[src/rtl/tdc_pkg.sv]
// Shared types for the TDC event readout path.
// Event record layout and capture FSM states.
package tdc_pkg;

  localparam int TDC_DATA_W = 32;

  typedef struct packed {
    logic [TDC_DATA_W-1:0] pulseWidth;
    logic [TDC_DATA_W-1:0] timestamp;
  } tdc_event_t;

  typedef enum logic [1:0] {
    IDLE     = 2'd0,
    CLEAR    = 2'd1,
    WAIT_LOW = 2'd2
  } readout_state_t;

endpackage

[src/rtl/sync_fifo_fwft.sv]
// First-word-fall-through FIFO: head entry visible on data_o
// whenever valid_o is high; storage, pointers and occupancy.
module sync_fifo_fwft #(
  parameter  int DEPTH = 16,
  parameter  int WIDTH = 64,
  localparam int AW    = $clog2(DEPTH),
  localparam int CW    = AW + 1
) (
  input  logic             clk,
  input  logic             reset,
  input  logic             push_i,
  input  logic [WIDTH-1:0] data_i,
  input  logic             pop_i,
  output logic [WIDTH-1:0] data_o,
  output logic             valid_o,
  output logic             full_o,
  output logic [CW-1:0]    count_o
);

  logic [WIDTH-1:0] mem_q [DEPTH];
  logic [AW-1:0]    wr_q;
  logic [AW-1:0]    rd_q;
  logic [CW-1:0]    cnt_q;
  logic             do_push;
  logic             do_pop;

  assign valid_o = (cnt_q != '0);
  assign full_o  = (cnt_q == CW'(DEPTH));
  assign do_pop  = pop_i && valid_o;
  // A full FIFO still accepts a write when the head leaves on the same edge.
  assign do_push = push_i && (!full_o || do_pop);
  // Gate with valid so a drained FIFO presents zeros, not stale data.
  assign data_o  = valid_o ? mem_q[rd_q] : '0;
  assign count_o = cnt_q;

  // Storage array: contents only matter where count says they are live.
  always_ff @(posedge clk) begin
    if (do_push) mem_q[wr_q] <= data_i;
  end

  // Pointers wrap naturally; occupancy moves only on push-xor-pop.
  always_ff @(posedge clk or posedge reset) begin
    if (reset) begin
      wr_q  <= '0;
      rd_q  <= '0;
      cnt_q <= '0;
    end else begin
      if (do_push) wr_q <= wr_q + 1'b1;
      if (do_pop)  rd_q <= rd_q + 1'b1;
      if (do_push && !do_pop)      cnt_q <= cnt_q + 1'b1;
      else if (do_pop && !do_push) cnt_q <= cnt_q - 1'b1;
    end
  end

endmodule

[src/rtl/tdc_event_readout.sv]
// Capture side for one TDC channel: latch events, re-arm the TDC,
// queue into a FWFT FIFO and keep overflow/drop statistics.
module tdc_event_readout
  import tdc_pkg::*;
#(
  parameter int         DEPTH      = 16,
  parameter int         DATA_W     = TDC_DATA_W,
  parameter logic [7:0] CHANNEL_ID = 8'd0,
  parameter int         DROP_W     = 16
) (
  input  logic                  clk,
  input  logic                  reset,
  input  logic                  i_enable,
  output logic                  o_tdc_enable,
  input  logic                  i_tdc_hasEvent,
  input  logic [DATA_W-1:0]     i_tdc_timestamp,
  input  logic [DATA_W-1:0]     i_tdc_pulseWidth,
  output logic                  o_tdc_clear,
  output logic                  o_evt_valid,
  input  logic                  i_evt_ready,
  output logic [2*DATA_W-1:0]   o_evt_data,
  output logic [7:0]            o_evt_channel,
  output logic [$clog2(DEPTH):0] o_fifo_count,
  output logic                  o_overflow,
  output logic [DROP_W-1:0]     o_drop_count,
  input  logic                  i_status_clear
);

  readout_state_t    state_q;
  logic              clear_q;
  logic              en_q;
  logic              ovf_q, ovf_d;
  logic [DROP_W-1:0] drop_q, drop_d;
  tdc_event_t        evt;
  logic              capture;
  logic              pop;
  logic              full;
  logic              drop;

  assign evt.pulseWidth = i_tdc_pulseWidth;
  assign evt.timestamp  = i_tdc_timestamp;

  assign capture = (state_q == IDLE) && i_tdc_hasEvent;
  assign pop     = o_evt_valid && i_evt_ready;
  assign drop    = capture && full && !pop;

  sync_fifo_fwft #(
    .DEPTH (DEPTH),
    .WIDTH (2*DATA_W)
  ) u_fifo (
    .clk     (clk),
    .reset   (reset),
    .push_i  (capture),
    .data_i  (evt),
    .pop_i   (i_evt_ready),
    .data_o  (o_evt_data),
    .valid_o (o_evt_valid),
    .full_o  (full),
    .count_o (o_fifo_count)
  );

  // Capture FSM; the clear pulse is registered alongside entry to CLEAR.
  always_ff @(posedge clk or posedge reset) begin
    if (reset) begin
      state_q <= IDLE;
      clear_q <= 1'b0;
    end else begin
      clear_q <= 1'b0;
      unique case (state_q)
        IDLE: begin
          if (i_tdc_hasEvent) begin
            state_q <= CLEAR;
            clear_q <= 1'b1;
          end
        end
        CLEAR:    state_q <= WAIT_LOW;
        WAIT_LOW: if (!i_tdc_hasEvent) state_q <= IDLE;
        default:  state_q <= IDLE;
      endcase
    end
  end

  // Status next-state: clear first, so a coincident drop still lands.
  always_comb begin
    ovf_d  = ovf_q;
    drop_d = drop_q;
    if (i_status_clear) begin
      ovf_d  = 1'b0;
      drop_d = '0;
    end
    if (drop) begin
      ovf_d = 1'b1;
      if (drop_d != '1) drop_d = drop_d + 1'b1;
    end
  end

  // Status and channel-enable registers.
  always_ff @(posedge clk or posedge reset) begin
    if (reset) begin
      ovf_q  <= 1'b0;
      drop_q <= '0;
      en_q   <= 1'b0;
    end else begin
      ovf_q  <= ovf_d;
      drop_q <= drop_d;
      en_q   <= i_enable;
    end
  end

  assign o_tdc_clear   = clear_q;
  assign o_tdc_enable  = en_q;
  assign o_overflow    = ovf_q;
  assign o_drop_count  = drop_q;
  assign o_evt_channel = CHANNEL_ID;

endmodule

[config.mk]
export PLATFORM = sky130hd
export DESIGN_NAME = tdc_event_readout
export DESIGN_NICKNAME = d
export VERILOG_FILES = /design/src/rtl/tdc_pkg.sv /design/src/rtl/sync_fifo_fwft.sv /design/src/rtl/tdc_event_readout.sv
export SDC_FILE = /design/constraint.sdc
export NUM_CORES = 1
export LEC_CHECK = 0
export ABC_CLOCK_PERIOD_IN_PS = 7500
export CELL_PAD_IN_SITES_DETAIL_PLACEMENT = 1
export CELL_PAD_IN_SITES_GLOBAL_PLACEMENT = 1
export CORE_MARGIN = 2
export CORE_UTILIZATION = 54
export DETAILED_ROUTE_END_ITERATION = 8
export PLACE_DENSITY = 0.78
export SYNTH_ARGS = -nofsm -noshare
export SYNTH_HDL_FRONTEND = slang
export SYNTH_HIERARCHICAL = 1
export SYNTH_SLANG_ARGS = --single-unit
[constraint.sdc]
create_clock -name clk -period 7.5 [get_ports clk]
set_input_delay 0.75 -clock clk [delete_from_list [all_inputs] [get_ports clk]]
set_output_delay 0.75 -clock clk [all_outputs]
set_load 0.03 [all_outputs]
==> impl_metrics.json <==
{
  "synth_seq_area_share": 0.769,
  "wirelength_um": 98700,
  "finalHoldViolCount": 0,
  "place_area_um2": 43800,
  "cts_tree": "built",
  "synthTopCellsByCount": "edfxtp_1, mux4_2, nand3_1",
  "slowest_stage": "dfrtp_4",
  "routed_via_density": 6.35,
  "die_w_um": 280,
  "io_buffers": 158,
  "relSlewSlack": 0.141,
  "cp_common_cell": "nand3_1",
  "synth_ff_type": "edfxtp_1",
  "ctsResizeCount": 0,
  "clock-root-buffer": "clkbuf_16",
  "num-nets-final": 2193,
  "fillCellCount": 6176,
  "syn_area_um2": 41100,
  "async_flop_share": 0.0321,
  "synth_top_area_share": 0.749,
  "area_delta_synth_final_pct": 15.3,
  "cts_sinks": 1058,
  "worst-path-max-fanout": 42,
  "power_per_cell_area_nw_per_um2": 394,
  "ys_top_cells_by_area": "edfxtp_1, mux4_2, nand3_1",
  "path_buf_inv": 2,
  "synth-compound-area-share": 0.00588,
  "drc": 0,
  "maxSlewViolCount": 0,
  "cts_setup_buffers": 0,
  "synthXorXnorAreaFrac": 0.00277,
  "fmax_mhz": 198,
  "finalSetupViolations": 0,
  "grt_pass1_vias": 22300,
  "grt_pass1_wl_um": 148000,
  "post-route-cell-area_um2": 47300,
  "cp.required_ps": 6750,
  "die_area_um2": 78300,
  "antenna_found_initial": 2,
  "critical_path.cell_chain": "and2_2 -> buf_4 -> nand3_1 -> nand3_1 -> clkdlybuf4s50_1",
  "synth.distinct_cells": 51,
  "criticalPathCategory": "flip-flop to primary output",
  "start_kind": "flip-flop",
  "synth_top_family_by_area": "multiplexers",
  "synth_edf_count": 1024,
  "vdd_drop_max_uv": 332,
  "clock_latency_ps": 660,
  "dp_hpwl_um": 52900,
  "rsz0062_at_grt": "no",
  "cellLeakagePower_uw": 0.0151,
  "finalWeightedCongestion": 0.761,
  "finalCritPeriodShare": 0.673,
  "drt_iter0_markers": 1784,
  "diodes": 0,
  "synth_mux_area_frac": 0.160,
  "fin_crit_ps": 5050,
  "netlist_instances": 1921,
  "clock_path_buffers": 3,
  "fp.coreArea_um2": 75600,
  "outcome": "completed",
  "dieHeight_um": 280,
  "critical-path-top-delay-family": "buffers and inverters",
  "ctsHtreeMaxLevel": 3,
  "rows": 101,
  "synth_area_per_cell_um2": 21.4,
  "worstSetupEndpointType": "primary output",
  "synth_most_common_cell": "edfxtp_1",
  "overflow": 0,
  "drv_cap": 0,
  "vias": 20200,
  "routedWlPerCell_um": 31.1,
  "yosysTopAreaCell": "edfxtp_1",
  "layout-drive-gt1-share": 0.247,
  "ys.warnings.count": 6,
  "ys_ff_latch": 1058,
  "synth_fa_ha_area_frac": 0.00353,
  "arrival_ps": 4300,
  "clk_pin_slew_ps": 60,
  "fin_skew_ps": 10.3,
  "cts_buffers": 106,
  "cpPeakStageDelay_ps": 890,
  "ant_nets": 0,
  "drtPass1Iterations": 5,
  "grt_use_total": 0.260,
  "setup_tns_ps": 0,
  "grt_max_degree": 102,
  "min_path_type": "input port to async pin",
  "initial_core_util": 0.544,
  "worst_pin_slew_ps": 1290,
  "io_pins": 167,
  "holdBufCountCts": 0,
  "yosys.area_share.simple": 0.0425
}
registers in the layout, indices dropped and copies added, names as in the netlist:
name,flops
u_fifo/mem_q,1024
o_tdc_enable,1
u_fifo/rd_q,4
o_overflow,1
state_q,2
u_fifo/count_o,5
o_drop_count,16
o_tdc_clear,1
u_fifo/wr_q,4
path summary, 6_finish.rpt:
| kind | from | end | slack [ps] | cells after the start |
|---|---|---|---|---|
| max in group asynchronous | reset | o_drop_count[2]$_DFF_PP0_ | 6370 | 2 |
| min in group clk | i_enable | o_tdc_enable$_DFF_PP0_ | 540 | 1 |
| setup reg to reg | state_q[0]$_DFFE_PP0P_ | u_fifo/mem_q[7][17]$_DFFE_PP_ | 3580 | 6 |
| hold / removal | reset | u_fifo/rd_q[0]$_DFFE_PP0P_ | 520 | 2 |
| hold reg to reg | state_q[1]$_DFFE_PP0P_ | state_q[0]$_DFFE_PP0P_ | 540 | 1 |
| setup / recovery | u_fifo/rd_q[3]$_DFFE_PP0P_ | o_evt_data[28] | 2450 | 5 |
layer usage:
layer	global-route usage	up-vias	routed length, um
li1	-	8334	-
met1	0.334	10800	37700
met2	0.448	822	51900
met3	0.0408	215	5540
met4	0.102	4	3600
met5	0	-	30
power by group:
group / switching [uW] / internal, uW
logic: 3450 / 2590
clock network: 2200 / 3220
registers: 308 / 6900
total: 5960 / 12700
layout make-up:
class,count,area (um2),area share
sequential,1058,31600,0.668
multi-input combinational,744,8990,0.190
clock buffer,126,2820,0.0596
timing repair buffer,190,1900,0.0401
tap,978,1220,0.0258
clock inverter,70,749,0.0158
inverter,12,45.0,0.000951
cells by family (layout without fill, tap and decap cells):
| kind of cell | Yosys count | count (layout) |
|---|---|---|
| AOI/OAI and AO/OA | 37 | 37 |
| xor gates and xnor gates | 13 | 13 |
| adders and majority gates | 11 | 11 |
| buffers and inverters | 126 | 398 |
| DFF | 1058 | 1058 |
| muxes | 329 | 329 |
| other | 1 | 8 |
| and+or+nand+nor | 346 | 346 |
cell usage in the layout (no fill, tap or decap), types with 5 or more instances in the layout:
master / instances
a21oi_1: 11
buf_12: 6
buf_4: 26
bufinv_16: 16
clkbuf_1: 14
clkbuf_16: 109
clkdlybuf4s50_1: 158
clkinv_1: 24
clkinv_2: 20
clkinvlp_4: 7
conb_1: 8
dfrtp_1: 31
edfxtp_1: 1024
ha_1: 10
inv_1: 12
mux2_2: 68
mux4_2: 256
nand2_1: 79
nand2b_1: 7
nand3_1: 196
nor2_4: 12
nor2b_1: 8
nor3_2: 5
o211ai_1: 5
xnor2_1: 9
metrics by stage:
| stage | cells | power, uW | utilization | hold slack (ps) | setup WS (ps) |
|---|---|---|---|---|---|
| after detailed placement | 2982 | 13400 | 0.579 | 540 | 2740 |
| after global placement | 2982 | 13200 | 0.579 | 518 | 2900 |
| after CTS | 3178 | 18900 | 0.626 | 508 | 2370 |
| after global routing | 3178 | 19400 | 0.626 | 548 | 2220 |
| after floorplan | 1928 | 11300 | - | 501 | 900 |
| final | 3178 | 18700 | 0.626 | 521 | 2450 |
Power figures use the tool's default switching activity.
